**src/rtl/mult_share_arbiter_pkg.sv**
```systemverilog
// Shared types and defaults for the multiplier-sharing arbiter.
package mult_share_pkg;

  localparam int unsigned NUM_REQ_DEF     = 4;
  localparam int unsigned DATA_LEN_DEF    = 32;
  localparam int unsigned MUL_LATENCY_DEF = 2;
  localparam int unsigned NUM_REQ_MAX     = 8;
  // Tag ids are sized for the largest supported requester count
  localparam int unsigned TAG_ID_W        = $clog2(NUM_REQ_MAX);

  typedef enum logic [2:0] {
    S_MRST,
    S_RUN,
    S_DRAIN,
    S_FRST,
    S_DONE
  } t_arb_state;

  typedef struct packed {
    logic                valid;
    logic [TAG_ID_W-1:0] id;
  } t_tag;

endpackage

```
**src/rtl/mult_share_arbiter_if.sv**
```systemverilog
// Per-requester request/response channels between requesters and the arbiter.
interface mult_share_arbiter_if
  import mult_share_pkg::*;
#(
  parameter int unsigned NUM_REQ  = NUM_REQ_DEF,
  parameter int unsigned DATA_LEN = DATA_LEN_DEF
) ();

  logic [NUM_REQ-1:0]          req_valid;
  logic [NUM_REQ-1:0]          req_ready;
  logic [NUM_REQ*DATA_LEN-1:0] req_a;
  logic [NUM_REQ*DATA_LEN-1:0] req_b;
  logic [NUM_REQ-1:0]          rsp_valid;
  logic [NUM_REQ-1:0]          rsp_ready;
  logic [NUM_REQ*DATA_LEN-1:0] rsp_result;

  modport master (
    output req_valid, req_a, req_b, rsp_ready,
    input  req_ready, rsp_valid, rsp_result
  );

  modport slave (
    input  req_valid, req_a, req_b, rsp_ready,
    output req_ready, rsp_valid, rsp_result
  );

endinterface

```
**src/rtl/mult_share_arbiter_rr_arbiter.sv**
```systemverilog
// Combinational round-robin arbiter: one-hot grant to the first eligible
// requester at or after rr_ptr, wrapping.
module rr_arbiter
  import mult_share_pkg::*;
#(
  parameter int unsigned NUM_REQ = NUM_REQ_DEF
) (
  input  logic [NUM_REQ-1:0]         eligible,
  input  logic [$clog2(NUM_REQ)-1:0] rr_ptr,
  output logic [NUM_REQ-1:0]         grant
);

  localparam int unsigned PTR_W = $clog2(NUM_REQ);

  logic             found;
  logic [PTR_W-1:0] idx;

  always_comb begin
    grant = '0;
    found = 1'b0;
    idx   = '0;
    for (int unsigned k = 0; k < NUM_REQ; k++) begin
      idx = PTR_W'((32'(rr_ptr) + k) % NUM_REQ);
      if (!found && eligible[idx]) begin
        grant[idx] = 1'b1;
        found      = 1'b1;
      end
    end
  end

endmodule

```
**src/rtl/mult_share_arbiter.sv**
```systemverilog
// Shares one fixed-latency pipelined multiplier among NUM_REQ requesters,
// routing results back by tag and offering a drain-and-reset flush.
module mult_share_arbiter
  import mult_share_pkg::*;
#(
  parameter int unsigned NUM_REQ     = NUM_REQ_DEF,
  parameter int unsigned DATA_LEN    = DATA_LEN_DEF,
  parameter int unsigned MUL_LATENCY = MUL_LATENCY_DEF
) (
  input  logic                clk,
  input  logic                reset_n,
  mult_share_arbiter_if.slave bus,
  input  logic                flush_req,
  output logic                flush_done,
  output logic                idle,
  output logic                mul_reset,
  output logic [DATA_LEN-1:0] mul_a,
  output logic [DATA_LEN-1:0] mul_b,
  input  logic [DATA_LEN-1:0] mul_result
);

  localparam int unsigned PTR_W = $clog2(NUM_REQ);

  t_arb_state                  state, state_next;
  logic                        run;
  logic [PTR_W-1:0]            rr_ptr;
  logic [NUM_REQ-1:0]          busy, eligible, grant, req_ready;
  logic [NUM_REQ-1:0]          rsp_valid, rsp_hs, capture;
  logic [NUM_REQ*DATA_LEN-1:0] rsp_result;
  logic [PTR_W-1:0]            gid;
  logic [DATA_LEN-1:0]         grant_a, grant_b;
  logic                        granted, pipe_empty;
  t_tag                        issue_tag;
  t_tag                        tag_pipe [MUL_LATENCY];
  t_tag                        tag_out;

  assign eligible = bus.req_valid & ~busy;

  rr_arbiter #(.NUM_REQ(NUM_REQ)) u_rr_arbiter (
    .eligible (eligible),
    .rr_ptr   (rr_ptr),
    .grant    (grant)
  );

  // Next-state logic; grants are only allowed in S_RUN
  always_comb begin
    state_next = state;
    run        = 1'b0;
    unique case (state)
      S_MRST:  state_next = S_RUN;
      S_RUN: begin
        run = 1'b1;
        if (flush_req) state_next = S_DRAIN;
      end
      S_DRAIN: if (pipe_empty) state_next = S_FRST;
      S_FRST:  state_next = S_DONE;
      S_DONE:  state_next = S_RUN;
      default: state_next = S_MRST;
    endcase
  end

  always_ff @(posedge clk or negedge reset_n) begin
    if (!reset_n) begin
      state      <= S_MRST;
      mul_reset  <= 1'b1;
      flush_done <= 1'b0;
    end else begin
      state      <= state_next;
      mul_reset  <= (state_next == S_MRST) || (state_next == S_FRST);
      flush_done <= (state_next == S_DONE);
    end
  end

  assign req_ready = grant & {NUM_REQ{run}};
  assign granted   = |req_ready;

  always_comb begin
    gid     = '0;
    grant_a = '0;
    grant_b = '0;
    for (int unsigned i = 0; i < NUM_REQ; i++) begin
      if (req_ready[i]) begin
        gid     = PTR_W'(i);
        grant_a = bus.req_a[i*DATA_LEN +: DATA_LEN];
        grant_b = bus.req_b[i*DATA_LEN +: DATA_LEN];
      end
    end
  end

  // The issue stage plus MUL_LATENCY tag stages line the tag up with mul_result
  assign tag_out = tag_pipe[MUL_LATENCY-1];

  always_comb begin
    pipe_empty = ~issue_tag.valid;
    for (int unsigned k = 0; k < MUL_LATENCY; k++) begin
      pipe_empty = pipe_empty & ~tag_pipe[k].valid;
    end
  end

  always_comb begin
    capture = '0;
    for (int unsigned i = 0; i < NUM_REQ; i++) begin
      capture[i] = tag_out.valid && (tag_out.id == TAG_ID_W'(i));
    end
  end

  assign rsp_hs = rsp_valid & bus.rsp_ready;

  always_ff @(posedge clk or negedge reset_n) begin
    if (!reset_n) begin
      mul_a      <= '0;
      mul_b      <= '0;
      issue_tag  <= '0;
      for (int unsigned k = 0; k < MUL_LATENCY; k++) tag_pipe[k] <= '0;
      rr_ptr     <= '0;
      busy       <= '0;
      rsp_valid  <= '0;
      rsp_result <= '0;
    end else begin
      mul_a       <= grant_a;
      mul_b       <= grant_b;
      issue_tag   <= '{valid: granted, id: TAG_ID_W'(gid)};
      tag_pipe[0] <= issue_tag;
      for (int unsigned k = 1; k < MUL_LATENCY; k++) tag_pipe[k] <= tag_pipe[k-1];
      if (granted) begin
        rr_ptr <= (gid == PTR_W'(NUM_REQ - 1)) ? '0 : gid + PTR_W'(1);
      end
      // busy guarantees a capture never lands on a pending response
      busy      <= (busy | req_ready) & ~rsp_hs;
      rsp_valid <= (rsp_valid & ~rsp_hs) | capture;
      for (int unsigned i = 0; i < NUM_REQ; i++) begin
        if (capture[i]) rsp_result[i*DATA_LEN +: DATA_LEN] <= mul_result;
      end
    end
  end

  assign bus.req_ready  = req_ready;
  assign bus.rsp_valid  = rsp_valid;
  assign bus.rsp_result = rsp_result;
  assign idle           = pipe_empty & ~|rsp_valid & run;

endmodule

```
**src/flat_wrapper.sv**
```systemverilog
// flat-port wrapper written by rule: the top's interface ports become plain ports
module mult_share_arbiter_flat import mult_share_pkg::*;
#(
  parameter int unsigned NUM_REQ     = NUM_REQ_DEF,
  parameter int unsigned DATA_LEN    = DATA_LEN_DEF,
  parameter int unsigned MUL_LATENCY = MUL_LATENCY_DEF
)
  (clk, reset_n, flush_req, flush_done, idle, mul_reset, mul_a, mul_b, mul_result, bus_req_valid, bus_req_a, bus_req_b, bus_rsp_ready, bus_req_ready, bus_rsp_valid, bus_rsp_result);
  mult_share_arbiter_if #(.NUM_REQ(NUM_REQ), .DATA_LEN(DATA_LEN)) bus_i ();
  input  logic clk;
  input  logic reset_n;
  input  logic flush_req;
  output logic flush_done;
  output logic idle;
  output logic mul_reset;
  output logic [DATA_LEN-1:0] mul_a;
  output logic [DATA_LEN-1:0] mul_b;
  input  logic [DATA_LEN-1:0] mul_result;
  input wire logic [$bits(bus_i.req_valid)-1:0] bus_req_valid;
  input wire logic [$bits(bus_i.req_a)-1:0] bus_req_a;
  input wire logic [$bits(bus_i.req_b)-1:0] bus_req_b;
  input wire logic [$bits(bus_i.rsp_ready)-1:0] bus_rsp_ready;
  output wire logic [$bits(bus_i.req_ready)-1:0] bus_req_ready;
  output wire logic [$bits(bus_i.rsp_valid)-1:0] bus_rsp_valid;
  output wire logic [$bits(bus_i.rsp_result)-1:0] bus_rsp_result;
  assign bus_i.req_valid = bus_req_valid;
  assign bus_i.req_a = bus_req_a;
  assign bus_i.req_b = bus_req_b;
  assign bus_i.rsp_ready = bus_rsp_ready;
  assign bus_req_ready = bus_i.req_ready;
  assign bus_rsp_valid = bus_i.rsp_valid;
  assign bus_rsp_result = bus_i.rsp_result;
  mult_share_arbiter #(.NUM_REQ(NUM_REQ), .DATA_LEN(DATA_LEN), .MUL_LATENCY(MUL_LATENCY)) u_core (.clk(clk), .reset_n(reset_n), .bus(bus_i), .flush_req(flush_req), .flush_done(flush_done), .idle(idle), .mul_reset(mul_reset), .mul_a(mul_a), .mul_b(mul_b), .mul_result(mul_result));
endmodule
```
**config.mk**
```make
export PLATFORM = sky130hd
export DESIGN_NAME = mult_share_arbiter_flat
export DESIGN_NICKNAME = d
export VERILOG_FILES = /design/src/rtl/mult_share_arbiter_pkg.sv /design/src/rtl/mult_share_arbiter_if.sv /design/src/rtl/mult_share_arbiter_rr_arbiter.sv /design/src/rtl/mult_share_arbiter.sv /design/src/flat_wrapper.sv
export SDC_FILE = /design/constraint.sdc
export NUM_CORES = 1
export LEC_CHECK = 0
export CELL_PAD_IN_SITES_DETAIL_PLACEMENT = 1
export CELL_PAD_IN_SITES_GLOBAL_PLACEMENT = 1
export CORE_MARGIN = 10
export CORE_UTILIZATION = 25
export DETAILED_ROUTE_END_ITERATION = 7
export GPL_TIMING_DRIVEN = 0
export PLACE_DENSITY = 0.72
export SLEW_MARGIN = 20
export SYNTH_ARGS = -nofsm -noshare
export SYNTH_HDL_FRONTEND = slang
export SYNTH_HIERARCHICAL = 1
export SYNTH_SLANG_ARGS = --single-unit
```
**constraint.sdc**
```tcl
create_clock -name clk -period 3.69 [get_ports clk]
set_clock_uncertainty 0.2 [all_clocks]
set_input_delay 0.738 -clock clk [delete_from_list [all_inputs] [get_ports clk]]
set_output_delay 0.738 -clock clk [all_outputs]
set_load 0.1 [all_outputs]
```
==> metrics.yaml, run 1 <==
outcome:
  status: "finished, violations left"
  violations: "negative setup slack"
worst_setup_path:
  rrSetupSlack_ps: 130
  critPathArrivalTime_ps: 2990
  cp-start-kind: "flop"
  cp-end-kind: "output pin"
  critPathRequiredTime_ps: 2750
  critPathMaxStageDelay_ps: 550
  cp_slowest_cell: "mux4_2"
  path_cells: "buf_6, mux4_2, nor4b_4, buf_4, nand2_2, o211ai_1, clkbuf_8, inv_6, nor2_4, buf_12"
  critical_path.startpoint: "u_core/rr_ptr[0]$_DFFE_PN0P_"
  reg2reg_from: "u_core/rr_ptr[0]$_DFFE_PN0P_"
  worst-path-max-fanout: 3
  crit_buf_inv: 5
  path_class: "reg -> out"
  cpLargestDelayFamily: "buffers and inverters"
detailed_routing:
  drt_iter0_drc: 324
  via_per_inst: 4.71
  routedWlPerCell_um: 25.0
  wl_mm: 46.1
  vias: 8692
  dr.pass1.iters: 4
  ant_nets: 0
  drc: 0
synthesis:
  yosys_most_used_dff: "dfrtp_1"
  syn_inst: 755
  async_flop_share_pct: 100
  yosysMostFrequentCell: "dfrtp_1"
  netlist.area_leader.share_pct: 55.4
  ys_seq_area_share_pct: 55.7
  syn-num-nets: 1060
  yosys_warnings: 6
  synth_seq_cells: 216
  synthTopCellsByCount: "dfrtp_1 (215), mux2_2 (127), nor2b_1 (67), o2bb2ai_1 (64), a221oi_1 (63)"
  yosys.area.top_type: "dfrtp_1"
  synth.avg_cell_area_um2: 12.9
  synth_cell_type_count: 41
  mappedNetlistArea_um2: 9710
  yosys-top-cells-area: "dfrtp_1 (55%), mux2_2 (15%), o2bb2ai_1 (5.8%)"
  synth_edf_count: 0
sta:
  rsz0062_at_grt: "true"
  relSlewSlack_pct: 21.2
  finalCriticalPeriod_ps: 3920
  hold_violations: 0
  max_freq_mhz: 255
  tns_ps: -612
  period_share_pct: 106
  setup_viol: 3
  tightestPinTransition_ps: 1180
  slew_viol_final: 0
  setup_ws_ps: -233
global_route:
  grt-ovfl-total: 0
  grt_use_total_pct: 18.6
  grt_pass1_wl_mm: 66.8
  grt_max_degree: 82
  antenna_found_initial: 5
  grt_pass1_vias: 10047
placement:
  gp_congestion: 0.844
  dpl_cell_area_um2: 15500
  io_buffers: 501
  dpl.hpwl_mm: 36.7
hold_path:
  hp-start: "u_core/issue_tag[1]$_DFF_PN0_"
  hp-class: "reg -> reg"
finish:
  final_layout_size_suffix_gt1_share_pct: 20.7
  stdcell_area_um2: 16700
  fin_nets: 1612
  synthToLayoutAreaGrowth_pct: 71.9
clock_tree:
  clock_sinks: 216
  numCtsBuffers: 26
  path_clk_slew_ps: 60
  cts_tree: "built"
  clk_path_buf_depth: 3
  root_buffer: "clkbuf_16"
  htreeDepth: 1
  insertion_delay_ps: 540
floorplanning:
  rows: 72
  start_util_pct: 25.2
  fp.dieArea_um2: 47100
  fp.dieW_um: 217
  die_h_um: 217
  design.core.area_um2: 38600
  ios: 502
job:
  maxCapViolCount: 0
[final timing paths]
path	end	depth (start not counted)
worst max-delay path	bus_req_ready[0]	10
worst min-delay path	u_core/tag_pipe[5]$_DFF_PN0_	0
worst max register to register	u_core/mul_a[2]$_DFF_PN0_	11
worst min register to register	u_core/tag_pipe[5]$_DFF_PN0_	0
max in group asynchronous	u_core/mul_b[26]$_DFF_PN0_	4
min in group asynchronous	u_core/bus.rsp_result[48]$_DFFE_PN0P_	2
[per-layer routing]
| layer | up-vias | part of all wire (%) | routed length, um | GRT usage, % |
|---|---|---|---|---|
| met4 | 4 | 2.3 | 1070 | 5.50 |
| met2 | 368 | 52 | 23800 | 34.1 |
| li1 | 3935 | - | - | - |
| met1 | 4333 | 37 | 17000 | 19.3 |
| met5 | - | 0.043 | 20 | 0 |
| met3 | 52 | 9.1 | 4200 | 7.18 |
[repair_timing]
action,in CTS,in global routing
resized for setup,67,15
hold buffers,1,0
setup endpoints to repair,69,47
pin swaps,9,10
buffers inserted,20,5
hold endpoints to repair,58,0
[kinds of logic after synthesis]
group / synth area share (%)
AO/OA/AOI/OAI: 17.0
adder cells (fa/ha/maj): 0.773
buffers and inverters: 4.01
flip-flops: 55.7
multiplexers: 16.0
AND/OR/NAND/NOR: 6.61
[metrics by stage]
| stage | instances | hold slack, ps | util [%] | worst slack (ps) |
|---|---|---|---|---|
| 6_report | 1847 | 149 | 43.3 | -233 |
| 5_1_grt | 1846 | 156 | 43.3 | -334 |
| 2_1_floorplan | 755 | 131 | - | -162 |
| 4_1_cts | 1842 | 151 | 43.2 | -344 |
| 3_5_place_dp | 1776 | 136 | 40.1 | -2290 |
| 3_3_place_gp | 1774 | 136 | 40.0 | -7990 |
[layout make-up]
type | instances | area (um^2)
fill | 4173 | 21900
sequential | 216 | 5410
timing repair buffer | 529 | 5330
multi-input combinational | 460 | 3980
clock buffer | 35 | 746
tap | 518 | 648
buffer | 61 | 348
clock inverter | 12 | 169
inverter | 13 | 58.8
antenna | 3 | 7.51
[state kept, by name, indices dropped and copies added (netlist names)]
register	flops
u_core/rr_ptr	2
u_core/mul_reset	1
u_core/mul_a	32
u_core/mul_b	32
u_core/tag_pipe	3
u_core/state	3
u_core/bus.rsp_result	128
u_core/flush_done	1
u_core/bus.rsp_valid	4
u_core/issue_tag	3
u_core/busy	4
u_core/tag_out	3
[cell usage in the layout, fill, tap and decap left out, drive strengths merged, types with 3 or more instances in the layout]
cell / n
o21ai: 67
nand2: 8
a221oi: 63
diode: 3
mux4: 4
a21oi: 9
bufinv: 4
inv: 14
a21o: 6
o2bb2ai: 64
clkinv: 5
nor2b: 67
nand3b: 3
clkdlybuf4s15: 3
o211ai: 4
mux2: 129
a2bb2oi: 5
buf: 67
nor2: 7
clkbuf: 61
clkdlybuf4s50: 491
ha: 6
dfrtp: 215
[worst register-to-register path: stages, from the launching register on]
cell,delay (ps)
dfrtp_2,410
buf_6,130
mux4_2,550
nor4b_4,360
buf_4,180
nand2_2,50
o211ai_1,170
clkbuf_8,220
buf_4,200
clkbuf_1,540
a221oi_1,220
o2bb2ai_1,230
Power of run 1 is not shown: default switching activity piles up to over one toggle a cycle in this logic, so the estimate is an artifact.
==> inputs of run 2 (changes only) <==
--- a/config.mk
+++ b/config.mk
@@ -8,10 +8,10 @@
 export CELL_PAD_IN_SITES_DETAIL_PLACEMENT = 1
 export CELL_PAD_IN_SITES_GLOBAL_PLACEMENT = 1
 export CORE_MARGIN = 10
-export CORE_UTILIZATION = 25
+export CORE_UTILIZATION = 30
 export DETAILED_ROUTE_END_ITERATION = 7
 export GPL_TIMING_DRIVEN = 0
-export PLACE_DENSITY = 0.72
+export PLACE_DENSITY = 0.83
 export SLEW_MARGIN = 20
 export SYNTH_ARGS = -nofsm -noshare
 export SYNTH_HDL_FRONTEND = slang
==> metrics.yaml, run 2 (synthesis results as in run 1) <==
global_route:
  use_met3_pct: 7.52  # +0.33 points
  met1_usage_pct: 22.7  # +3.3 points
  antenna_found_initial: 5  # unchanged
  grt_max_degree: 96  # +17%
  grt_use_total_pct: 21.8  # +3.1 points
  met2_usage_pct: 40.1  # +6.0 points
  grt_pass1_wl_mm: 65.6  # -1.8%
  grt-ovfl-total: 0  # unchanged
  busiest_layer: "met2"
  grt_pass1_vias: 9972  # -0.75%
detailed_routing:
  via_per_inst: 5.13  # +9.0%
  drt_iter0_drc: 294  # -9.3%
  wl_mm: 46.1  # about the same
  vias: 8899  # +2.4%
  ant_nets: 0  # unchanged
  routedWlPerCell_um: 26.6  # +6.5%
  drc: 0  # unchanged
  dr.pass1.iters: 5  # +1
hold_path:
  whs_endpoint: "u_core/tag_out[0]$_DFF_PN0_"
  hp-class: "reg -> reg"
  whs_path_depth: 0  # unchanged
  hp-start: "u_core/tag_pipe[4]$_DFF_PN0_"
worst_setup_path:
  cpLargestDelayFamily: "simple AND/OR/NAND/NOR gates"
  crit_buf_inv: 4  # -1
  cp-start-kind: "flop"
  worst-path-max-fanout: 4  # +1
  path_class: "reg -> out"
  cp_slowest_cell: "mux4_2"
  path_cells: "buf_6, mux4_2, nor4b_4, nand2_1, o211ai_1, clkbuf_8, inv_4, nor2_4, buf_12"
  critPathRequiredTime_ps: 2750  # about the same
  cp-end-kind: "output pin"
  rrSetupSlack_ps: 190  # +60 ps
  r2r_cells: 11  # unchanged
  critPathMaxStageDelay_ps: 550  # about the same
  reg2reg_to: "u_core/mul_b[12]$_DFF_PN0_"
  reg2reg_from: "u_core/rr_ptr[0]$_DFFE_PN0P_"
  critPathArrivalTime_ps: 2910  # -80 ps
floorplanning:
  rows: 65  # -9.7%
  design.core.area_um2: 31700  # -18%
  fp.dieW_um: 200  # -7.9%
  start_util_pct: 30.6  # +5.4 points
  die_h_um: 200  # -7.9%
  ios: 502  # unchanged
  fp.dieArea_um2: 40000  # -15%
placement:
  io_buffers: 501  # unchanged
  gp_congestion: 0.843  # -0.12%
  dpl.hpwl_mm: 35.3  # -3.9%
sta:
  rsz0062_at_grt: "true"
  finalCriticalPeriod_ps: 3850  # -76.0 ps
  setup_ws_ps: -157  # +76.0 ps
  setup_viol: 4  # +1
  relSlewSlack_pct: 24.7  # +3.5 points
  tns_ps: -433  # +179 ps
  tightestPinTransition_ps: 1130  # -52.2 ps
  max_freq_mhz: 260  # +2.0%
  hold_violations: 0  # unchanged
  period_share_pct: 104  # -2.1 points
  slew_viol_final: 0  # unchanged
finish:
  fin_nets: 1617  # +0.31%
  final_cell_mix: "clkdlybuf4s50_1 (491), dfrtp_1 (213), mux2_2 (127)"
  final_layout_size_suffix_gt1_share_pct: 21.0  # +0.24 points
  synthToLayoutAreaGrowth_pct: 70.3
  largest_reg_flops: 128  # unchanged
  layout_commonest_cell: "clkdlybuf4s50_1"
  regMostFlops: "u_core/bus.rsp_result"
  largestRegisters: "u_core/bus.rsp_result (128), u_core/mul_a (32), u_core/mul_b (32)"
clock_tree:
  insertion_delay_ps: 540  # about the same
  path_clk_slew_ps: 60  # about the same
  clock_sinks: 216  # unchanged
  numCtsBuffers: 26  # unchanged
  htreeDepth: 1  # unchanged
  clk_path_buf_depth: 3  # unchanged
  root_buffer: "clkbuf_16"
  cts_tree: "built"
job:
  maxCapViolCount: 0  # unchanged
outcome:
  status: "finished, violations left"
  violations: "negative setup slack"
run 2: changes by cell type in the layout (fill, tap and decap cells not counted), sizes merged:
cell           delta
inv               -1
bufinv            -1
clkbuf            +1
clkinvlp          -1
clkdlybuf4s15     +2
buf               +4
clkinv            +2
dlygate4sd2       -2
run 2: worst max path at each step:
stage,from,end,slack [ps],cells after the start
2_1_floorplan,bus_req_valid[0],bus_req_ready[0],-160,8
3_3_place_gp,reset_n,u_core/mul_a[11]$_DFF_PN0_,-7870,1
3_5_place_dp,bus_req_valid[0],bus_req_ready[0],-2150,10
4_1_cts,u_core/rr_ptr[0]$_DFFE_PN0P_,bus_req_ready[2],-340,10
5_1_grt,u_core/rr_ptr[0]$_DFFE_PN0P_,bus_req_ready[0],-300,9
6_report,u_core/rr_ptr[0]$_DFFE_PN0P_,bus_req_ready[0],-160,9
run 2: per-stage QoR:
step / instance area, um^2 / worst slack, ps / hold slack (ps) / cells / utilization [%]
2_1_floorplan: 9750 / -162 / 131 / 755 / -
3_3_place_gp: 15300 / -7870 / 141 / 1658 / 48.1
3_5_place_dp: 15300 / -2150 / 140 / 1660 / 48.3
4_1_cts: 16500 / -338 / 152 / 1727 / 52.1
5_1_grt: 16500 / -299 / 163 / 1734 / 52.2
6_report: 16500 / -157 / 147 / 1735 / 52.2
run 2: routing by layer:
metal  share of wire (%)  wire, um
met1                  35     16300
met2                  52     23900
met3                 9.6      4410
met4                 3.1      1420
met5               0.041        19
run 2: timing repair:
action / CTS / global route
setup buffers: 20 / 9
pin swaps: 10 / 8
resized for setup: 74 / 10
hold buffers: 1 / 0
endpoints found under the setup margin: 69 / 64
hold endpoints to repair: 58 / 0
run 2: worst register-to-register path, cell delays in order (launching register included):
cell,delay (ps)
dfrtp_2,400
buf_6,130
mux4_2,550
nor4b_4,410
nand2_1,100
o211ai_1,190
buf_4,180
buf_4,150
clkbuf_1,470
nor2b_1,120
a221oi_1,330
o2bb2ai_1,150
run 2: cell type report:
class                           instances  area, um^2
Clock inverter                         11         144
Sequential cell                       216        5410
Buffer                                 63         359
Tap cell                              402         503
Timing Repair Buffer                  532        5340
Antenna cell                            3        7.51
Clock buffer                           35         744
Multi-Input combinational cell        460        3980
Fill cell                            3285       15200
Inverter                               13        53.8
Power of run 2 is left out for the same reason.
